$ cat src/rtl/mips_pkg.sv
// ============================================================================
//  Module   : mips_pkg
//  Brief    : Shared MIPS constants: instruction field positions/widths, the
//             NOP word, default PC width and IF/ID occupancy encodings.
//  Revision : 1.0 - initial release
// ============================================================================
`default_nettype none

package mips_pkg;

    localparam int          c_PC_W      = 32;
    localparam logic [31:0] c_NOP_INSTR = 32'h0000_0000;

    localparam int c_OP_LSB    = 26;
    localparam int c_OP_W      = 6;
    localparam int c_RS_LSB    = 21;
    localparam int c_RT_LSB    = 16;
    localparam int c_RD_LSB    = 11;
    localparam int c_SHAMT_LSB = 6;
    localparam int c_REG_W     = 5;
    localparam int c_FUNCT_LSB = 0;
    localparam int c_FUNCT_W   = 6;
    localparam int c_IMM_LSB   = 0;
    localparam int c_IMM_W     = 16;
    localparam int c_ADDR_LSB  = 0;
    localparam int c_ADDR_W    = 26;

    // Occupancy encoded as {skid_valid, main_valid}; 2'b10 cannot occur.
    localparam logic [1:0] c_ST_EMPTY = 2'b00;
    localparam logic [1:0] c_ST_ONE   = 2'b01;
    localparam logic [1:0] c_ST_TWO   = 2'b11;

endpackage

`default_nettype wire

$ cat src/rtl/mips_instr_fields.sv
// ============================================================================
//  Module   : mips_instr_fields
//  Brief    : Combinational slicer from a MIPS instruction word to its fields.
//  Revision : 1.0 - initial release
// ============================================================================
`default_nettype none

module mips_instr_fields
    import mips_pkg::*;
(
    input  logic [31:0] i_instr,
    output logic [5:0]  o_op,
    output logic [4:0]  o_rs,
    output logic [4:0]  o_rt,
    output logic [4:0]  o_rd,
    output logic [4:0]  o_shamt,
    output logic [5:0]  o_funct,
    output logic [15:0] o_imm16,
    output logic [25:0] o_addr26
);

    assign o_op     = i_instr[c_OP_LSB    +: c_OP_W];
    assign o_rs     = i_instr[c_RS_LSB    +: c_REG_W];
    assign o_rt     = i_instr[c_RT_LSB    +: c_REG_W];
    assign o_rd     = i_instr[c_RD_LSB    +: c_REG_W];
    assign o_shamt  = i_instr[c_SHAMT_LSB +: c_REG_W];
    assign o_funct  = i_instr[c_FUNCT_LSB +: c_FUNCT_W];
    assign o_imm16  = i_instr[c_IMM_LSB   +: c_IMM_W];
    assign o_addr26 = i_instr[c_ADDR_LSB  +: c_ADDR_W];

endmodule

`default_nettype wire

$ cat src/rtl/if_id_stage.sv
// ============================================================================
//  Module   : if_id_stage
//  Brief    : IF/ID pipeline register with a 2-entry skid buffer and
//             valid/ready handshakes. Optional stall counter enabled by
//             defining IF_ID_STALL_CNT_EN.
//  Revision : 1.0 - initial release
// ============================================================================
`default_nettype none

module if_id_stage
    import mips_pkg::*;
#(
    parameter int          PC_W        = c_PC_W,
    parameter logic [31:0] RESET_INSTR = c_NOP_INSTR,
    parameter int          STALL_CNT_W = 32
) (
    input  logic            clk,
    input  logic            rst,
    input  logic            if_valid,
    output logic            if_ready,
    input  logic [PC_W-1:0] if_pc4,
    input  logic [31:0]     if_instr,
    input  logic            flush,
    output logic            id_valid,
    input  logic            id_ready,
    output logic [PC_W-1:0] id_pc4,
    output logic [31:0]     id_instr,
    output logic [5:0]      id_op,
    output logic [4:0]      id_rs,
    output logic [4:0]      id_rt,
    output logic [4:0]      id_rd,
    output logic [4:0]      id_shamt,
    output logic [5:0]      id_funct,
    output logic [15:0]     id_imm16,
    output logic [25:0]     id_addr26
`ifdef IF_ID_STALL_CNT_EN
   ,output logic [STALL_CNT_W-1:0] stall_cnt
`endif
);

    logic            r_main_valid, r_skid_valid;
    logic [PC_W-1:0] r_main_pc4,   r_skid_pc4;
    logic [31:0]     r_main_instr, r_skid_instr;

    logic            w_nxt_main_valid, w_nxt_skid_valid;
    logic [PC_W-1:0] w_nxt_main_pc4,   w_nxt_skid_pc4;
    logic [31:0]     w_nxt_main_instr, w_nxt_skid_instr;

    logic [1:0] w_state;
    logic       w_accept, w_drain;

    assign w_state  = {r_skid_valid, r_main_valid};
    assign w_accept = if_valid & ~r_skid_valid;
    assign w_drain  = r_main_valid & id_ready;

    always_comb begin
        w_nxt_main_valid = r_main_valid;
        w_nxt_main_pc4   = r_main_pc4;
        w_nxt_main_instr = r_main_instr;
        w_nxt_skid_valid = r_skid_valid;
        w_nxt_skid_pc4   = r_skid_pc4;
        w_nxt_skid_instr = r_skid_instr;

        if (flush) begin
            w_nxt_main_valid = 1'b0;
            w_nxt_skid_valid = 1'b0;
            w_nxt_main_instr = RESET_INSTR;
        end else begin
            case (w_state)
                c_ST_EMPTY: begin
                    if (w_accept) begin
                        w_nxt_main_valid = 1'b1;
                        w_nxt_main_pc4   = if_pc4;
                        w_nxt_main_instr = if_instr;
                    end
                end
                c_ST_ONE: begin
                    if (w_accept && w_drain) begin
                        w_nxt_main_pc4   = if_pc4;
                        w_nxt_main_instr = if_instr;
                    end else if (w_accept) begin
                        w_nxt_skid_valid = 1'b1;
                        w_nxt_skid_pc4   = if_pc4;
                        w_nxt_skid_instr = if_instr;
                    end else if (w_drain) begin
                        w_nxt_main_valid = 1'b0;
                        w_nxt_main_instr = RESET_INSTR;
                    end
                end
                c_ST_TWO: begin
                    // Skid always promotes into main so ordering stays FIFO.
                    if (w_drain) begin
                        w_nxt_main_pc4   = r_skid_pc4;
                        w_nxt_main_instr = r_skid_instr;
                        w_nxt_skid_valid = 1'b0;
                    end
                end
                default: begin
                    w_nxt_main_valid = 1'b0;
                    w_nxt_skid_valid = 1'b0;
                    w_nxt_main_instr = RESET_INSTR;
                end
            endcase
        end
    end

    always_ff @(posedge clk) begin
        if (rst) begin
            r_main_valid <= 1'b0;
            r_skid_valid <= 1'b0;
            r_main_pc4   <= '0;
            r_main_instr <= RESET_INSTR;
            r_skid_pc4   <= '0;
            r_skid_instr <= RESET_INSTR;
        end else begin
            r_main_valid <= w_nxt_main_valid;
            r_skid_valid <= w_nxt_skid_valid;
            r_main_pc4   <= w_nxt_main_pc4;
            r_main_instr <= w_nxt_main_instr;
            r_skid_pc4   <= w_nxt_skid_pc4;
            r_skid_instr <= w_nxt_skid_instr;
        end
    end

    // Registered-only ready: no combinational path from id_ready.
    assign if_ready = ~r_skid_valid;
    assign id_valid = r_main_valid;
    assign id_pc4   = r_main_pc4;
    assign id_instr = r_main_instr;

    mips_instr_fields u_fields (
        .i_instr  (id_instr),
        .o_op     (id_op),
        .o_rs     (id_rs),
        .o_rt     (id_rt),
        .o_rd     (id_rd),
        .o_shamt  (id_shamt),
        .o_funct  (id_funct),
        .o_imm16  (id_imm16),
        .o_addr26 (id_addr26)
    );

`ifdef IF_ID_STALL_CNT_EN
    logic [STALL_CNT_W-1:0] r_stall_cnt;

    always_ff @(posedge clk) begin
        if (rst) begin
            r_stall_cnt <= '0;
        end else if (r_main_valid && !id_ready && !flush) begin
            r_stall_cnt <= r_stall_cnt + STALL_CNT_W'(1);
        end
    end

    assign stall_cnt = r_stall_cnt;
`endif

endmodule

`default_nettype wire

$ cat config.mk
export PLATFORM = sky130hd
export DESIGN_NAME = if_id_stage
export DESIGN_NICKNAME = d
export VERILOG_FILES = /design/src/rtl/mips_pkg.sv /design/src/rtl/mips_instr_fields.sv /design/src/rtl/if_id_stage.sv
export SDC_FILE = /design/constraint.sdc
export NUM_CORES = 1
export LEC_CHECK = 0
export CAP_MARGIN = 20
export CORE_MARGIN = 1.5
export CORE_UTILIZATION = 45
export DETAILED_ROUTE_END_ITERATION = 7
export MAX_ROUTING_LAYER = met4
export PLACE_DENSITY = 0.79
export REMOVE_ABC_BUFFERS = 1
export SETUP_SLACK_MARGIN = 0.15
export SLEW_MARGIN = 20
export SYNTH_ARGS = -nofsm -noshare
export SYNTH_HDL_FRONTEND = slang
export SYNTH_SLANG_ARGS = --single-unit
export TNS_END_PERCENT = 100
$ cat constraint.sdc
create_clock -name clk -period 3.7 [get_ports clk]
set_clock_uncertainty 0.05 [all_clocks]
set_input_delay 0.37 -clock clk [delete_from_list [all_inputs] [get_ports clk]]
set_output_delay 0.37 -clock clk [all_outputs]
set_load 0.005 [all_outputs]
# Word level (Yosys, flattened, before mapping)
# Cells that the tools add are included.
totals:
  register_bits: 130
  input_bits: 69
  word_cells: 50
classes:
  n_eq_ne: 11
  muxes: 17
  bitwise: 7
  n_reduce_logical: 9
ops:
  columns: ["cell", "n"]
  rows:
  - ["$mux 32", 8]
  - ["$pmux 32 s3", 2]
  - ["$ne 2x2->1 const B", 7]
  - ["$reduce_and 4->1", 3]
  - ["$reduce_and 5->1", 2]
  - ["$ne 3x3->1 const B", 2]
  - ["$pmux 1 s3", 2]
  - ["$mux 1", 5]
  - ["$not 1->1", 5]
  - ["$reduce_bool 3->1", 1]
  - ["$and 1x1->1", 2]
  - ["$eq 2x1->1 const B", 1]
  - ["$eq 2x2->1 const B", 1]
  - ["$logic_not 2->1", 1]
  - ["$reduce_or 2->1", 1]
  - ["$logic_and 1x1->1", 1]

# Longest topological paths before layout
logic_depth:
  word_depth: 5
  depth_mapped: 6

# Modules after synthesis
# From an unflattened synthesis, not the netlist that was laid out.
hier_totals:
  hier_cells: 730
  hier_area_um2: 6293.5
modules_own_cells:
  columns: ["mod", "n_inst", "cells_each", "area_per_inst_um2", "seq_area_each_um2"]
  rows:
  - ["if_id_stage", 1, 656, 5738.0, 2602.5]
  - ["mips_instr_fields", 1, 74, 555.5, 0.0]

# Least setup slack after synthesis
# Ideal clock, no wire load.
synth_path:
  path_kind: "input to register"
  startpoint: "in if_valid"
  endpoint: "reg r_main_pc4[0] (netlist: id_pc4[0])"
  t_arrival_ns: 1.294
  setup_slack_ns: 2.268
  cell_stages: 6
  n_path_buf: 3
  cell_sequence: "or2_1 buf_6 and4_4 buf_6 buf_6 a311oi_2"
synth_via:
  elab_chain_len: 4
  word_cells_on_any_way: 5
synth_lines:
  columns: ["element", "line_no", "rtl"]
  rows:
  - ["start, declared", "if_id_stage.sv:19", "input logic if_valid,"]
  - ["$and 1x1->1 (*)", "if_id_stage.sv:53", "assign w_accept = if_valid & ~r_skid_valid;"]
  - ["$logic_and 1x1->1", "if_id_stage.sv:78", "if (w_accept && w_drain) begin"]
  - ["$ne 2x2->1 (no line)", null, null]
  - ["$reduce_and 5->1 (no line) (*)", null, null]
  - ["end signal, assigned", "if_id_stage.sv:118", "r_main_pc4 <= w_nxt_main_pc4;"]
  - ["end, declared", "if_id_stage.sv:42", "logic [PC_W-1:0] r_main_pc4, r_skid_pc4;"]
# Mark *: on every way between the ends. The rest lies on a longest branch, timed or not.
# A chain may end at the register's enable or synchronous reset.

# Final worst setup path
layout_path:
  startpoint: "reg r_main_valid (netlist: id_valid)"
  endpoint: "out id_valid"
layout_rtl:
  columns: ["element", "line_no", "rtl"]
  rows:
  - ["start, declared", "if_id_stage.sv:41", "logic r_main_valid, r_skid_valid;"]
  - ["start signal, assigned", "if_id_stage.sv:116", "r_main_valid <= w_nxt_main_valid;"]
  - ["end, declared", "if_id_stage.sv:24", "output logic id_valid,"]
# No word-level cell between the ends.

==> flow_summary.json <==
{
  "drt-pass1-iter-count": 6,
  "r2r_start": "id_valid",
  "cp_max_fo": 28,
  "async_reset_ff_share_pct": 0,
  "worstSetupPathType": "flop to primary output",
  "startpoint_type": "flop",
  "wirelength_mm": 18.55,
  "grt_start_max_net_pins": 65,
  "io_buffers": 208,
  "cts_root_buf": "clkbuf_16",
  "cts_buffers": 17,
  "multiInputGateArea_um2": 2724,
  "drc_errors": 0,
  "hpwl_mm": 10.96,
  "cap_violations": 0,
  "outcome": "complete, no violations",
  "setup_tns_ns": 0,
  "vias": 6026,
  "ys_ff_latch": 130,
  "r2r-end": "id_pc4[4]",
  "rsz0062_at_grt": "false",
  "path_cells": "buf_4, clkdlybuf4s50_1",
  "synth_seq_area_share_pct": 41.35,
  "hold_viol_final": 0,
  "cts_sinks": 130,
  "design_area_um2": 8322,
  "hp-start": "rst",
  "relSlewSlack_pct": 49.72,
  "ys_types": 29,
  "crit_arrival_ns": 2.12,
  "dieArea_um2": 14700,
  "fmax_ghz": 0.3942,
  "grt_pass1_wl_mm": 28.90,
  "reg2reg_depth": 3,
  "fp.dieH_um": 121.3,
  "post_cts_resized": 0,
  "antenna_found_initial": 0,
  "drt_iter0_drc": 789,
  "rows": 43,
  "ff_latch_area_um2": 2603,
  "viasPerCell": 6.014,
  "hold_path_class": "input pin to flop",
  "cts_tree": "yes",
  "p_per_area_nw_per_um2": 415.2,
  "post-route-min-period_ns": 2.537,
  "crit_slowest_cell": "dfxtp_1",
  "post_cts_buffers": 0,
  "r2r_slack_ns": 1.46,
  "wl_per_cell_um": 18.52,
  "final_util_pct": 60.42,
  "num_antenna_cells": 0,
  "syn_area_um2": 6294,
  "worstPathRequired_ns": 3.28,
  "gp_congestion": 0.7620,
  "final_nets": 879,
  "grt_use_total_pct": 25.46,
  "drive_gt1_share_pct": 10.71,
  "p_total_w": 0.003455,
  "grt.overflow.total": 0,
  "core-area_um2": 13770,
  "power_leakage_nw": 2.638,
  "endpoint_kind": "primary output",
  "holdPathStages": 2,
  "synth_enable_flop_cells": 0,
  "area_delta_synth_final_pct": 32.23,
  "final_cell_mix": "clkdlybuf4s50_1 (206), dfxtp_1 (130), nand3_1 (97)",
  "placed_cell_area_um2": 7772,
  "avgSynthCellArea_um2": 8.621,
  "synth_ff_type": "dfxtp_1",
  "clockBufferDepth": 2,
  "max_stage_delay_ns": 0.68,
  "nFillCells": 1223,
  "pin_count": 209,
  "setup_viol": 0,
  "hold_buffers": 0,
  "clk_pin_slew_ns": 0.05,
  "ys_warn_count": 0,
  "die_x_um": 121.3,
  "period_share_pct": 68.56,
  "layout.cells.non_filler": 1002,
  "worst_hold_path.endpoint": "r_skid_pc4[5]",
  "grt_pass1_vias": 5641,
  "dp_cells": 971,
  "cts_max_level": 4,
  "worst_pin_slew_ns": 0.7542,
  "initial_core_util_pct": 45.69,
  "maxSlewViolCount": 0,
  "synth_cells": 730,
  "layout_commonest_cell": "clkdlybuf4s50_1",
  "insertion_delay_ns": 0.41,
  "postRouteAntennaNets": 0,
  "ir_drop_mv": 0.4326
}
cell families (layout without fill, tap and decap cells):
logic type / Yosys count / count (layout) / synth area share [%]
flops: 130 / 130 / 41.35
buf+inv: 166 / 258 / 15.61
simple gates: 146 / 146 / 11.47
compound gates: 288 / 288 / 31.57
layer usage:
layer,vias up,GRT usage (%),part of all wire (%)
met3,47,4.511,6.9
met1,2887,32.39,41
li1,2800,-,-
met4,0,11.91,3.2
met5,-,-,0
met2,292,39.45,49
area by class of cell:
| cell class | instances | area share (%) |
|---|---|---|
| clock buffer | 21 | 5.533 |
| clock inverter | 10 | 1.037 |
| inverter | 2 | 0.1052 |
| multi-input combinational | 434 | 32.73 |
| sequential | 130 | 31.27 |
| tap | 180 | 2.706 |
| timing repair buffer | 225 | 26.61 |
critical path, delay by kind of cell (launching register included):
family | cells | cell delay (ns)
buffers and inverters | 2 | 1.01
DFF | 1 | 0.68
cell usage after synthesis, types with 2 or more instances:
library cell,n,area [um^2]
dfxtp_1,130,2603
nor2b_1,2,12.51
o21ai_0,95,475.5
a311oi_1,2,17.52
nand3_1,97,485.5
a32oi_1,31,271.5
a41oi_1,32,280.3
nand2b_1,3,18.77
buf_4,82,615.6
buf_2,11,55.05
clkbuf_1,61,229.0
a21oi_1,96,480.5
buf_6,5,56.30
nand2_1,34,127.6
buf_1,5,18.77
a311oi_2,30,450.4
nor2_1,2,7.510
report_power, final:
part	leakage [nW]	switching (W)	internal, W
Combinational	1.32	0.000203	0.000230
Sequential	1.06	0.0000349	0.00144
Clock	0.264	0.000596	0.000949
per-stage QoR:
stage / setup slack [ns] / hold slack, ns
after detailed placement: 1.223 / 0.4159
after global placement: 1.280 / 0.4092
after CTS: 1.190 / 0.4011
after floorplan: 0.6002 / 0.3879
final: 1.163 / 0.3979
after global routing: 1.084 / 0.4336
worst max-delay path by stage:
| stage | slack (ns) | endpoint | cells after the start | from |
|---|---|---|---|---|
| floorplan | 0.60 | id_pc4[25] | 3 | id_valid |
| finish | 1.16 | id_valid | 2 | id_valid |
| CTS | 1.19 | id_valid | 2 | id_valid |
| global route | 1.08 | id_valid | 2 | id_valid |
| global placement | 1.28 | id_pc4[24] | 4 | id_valid |
| detailed placement | 1.22 | id_pc4[13] | 4 | id_valid |
registers in the layout (all words and copies together), names as in the netlist:
signal        count
id_valid          1
r_skid_instr     32
r_skid_valid      1
r_skid_pc4       32
id_instr         32
id_pc4           32
Note: power is estimated with default switching activity, not from simulation.
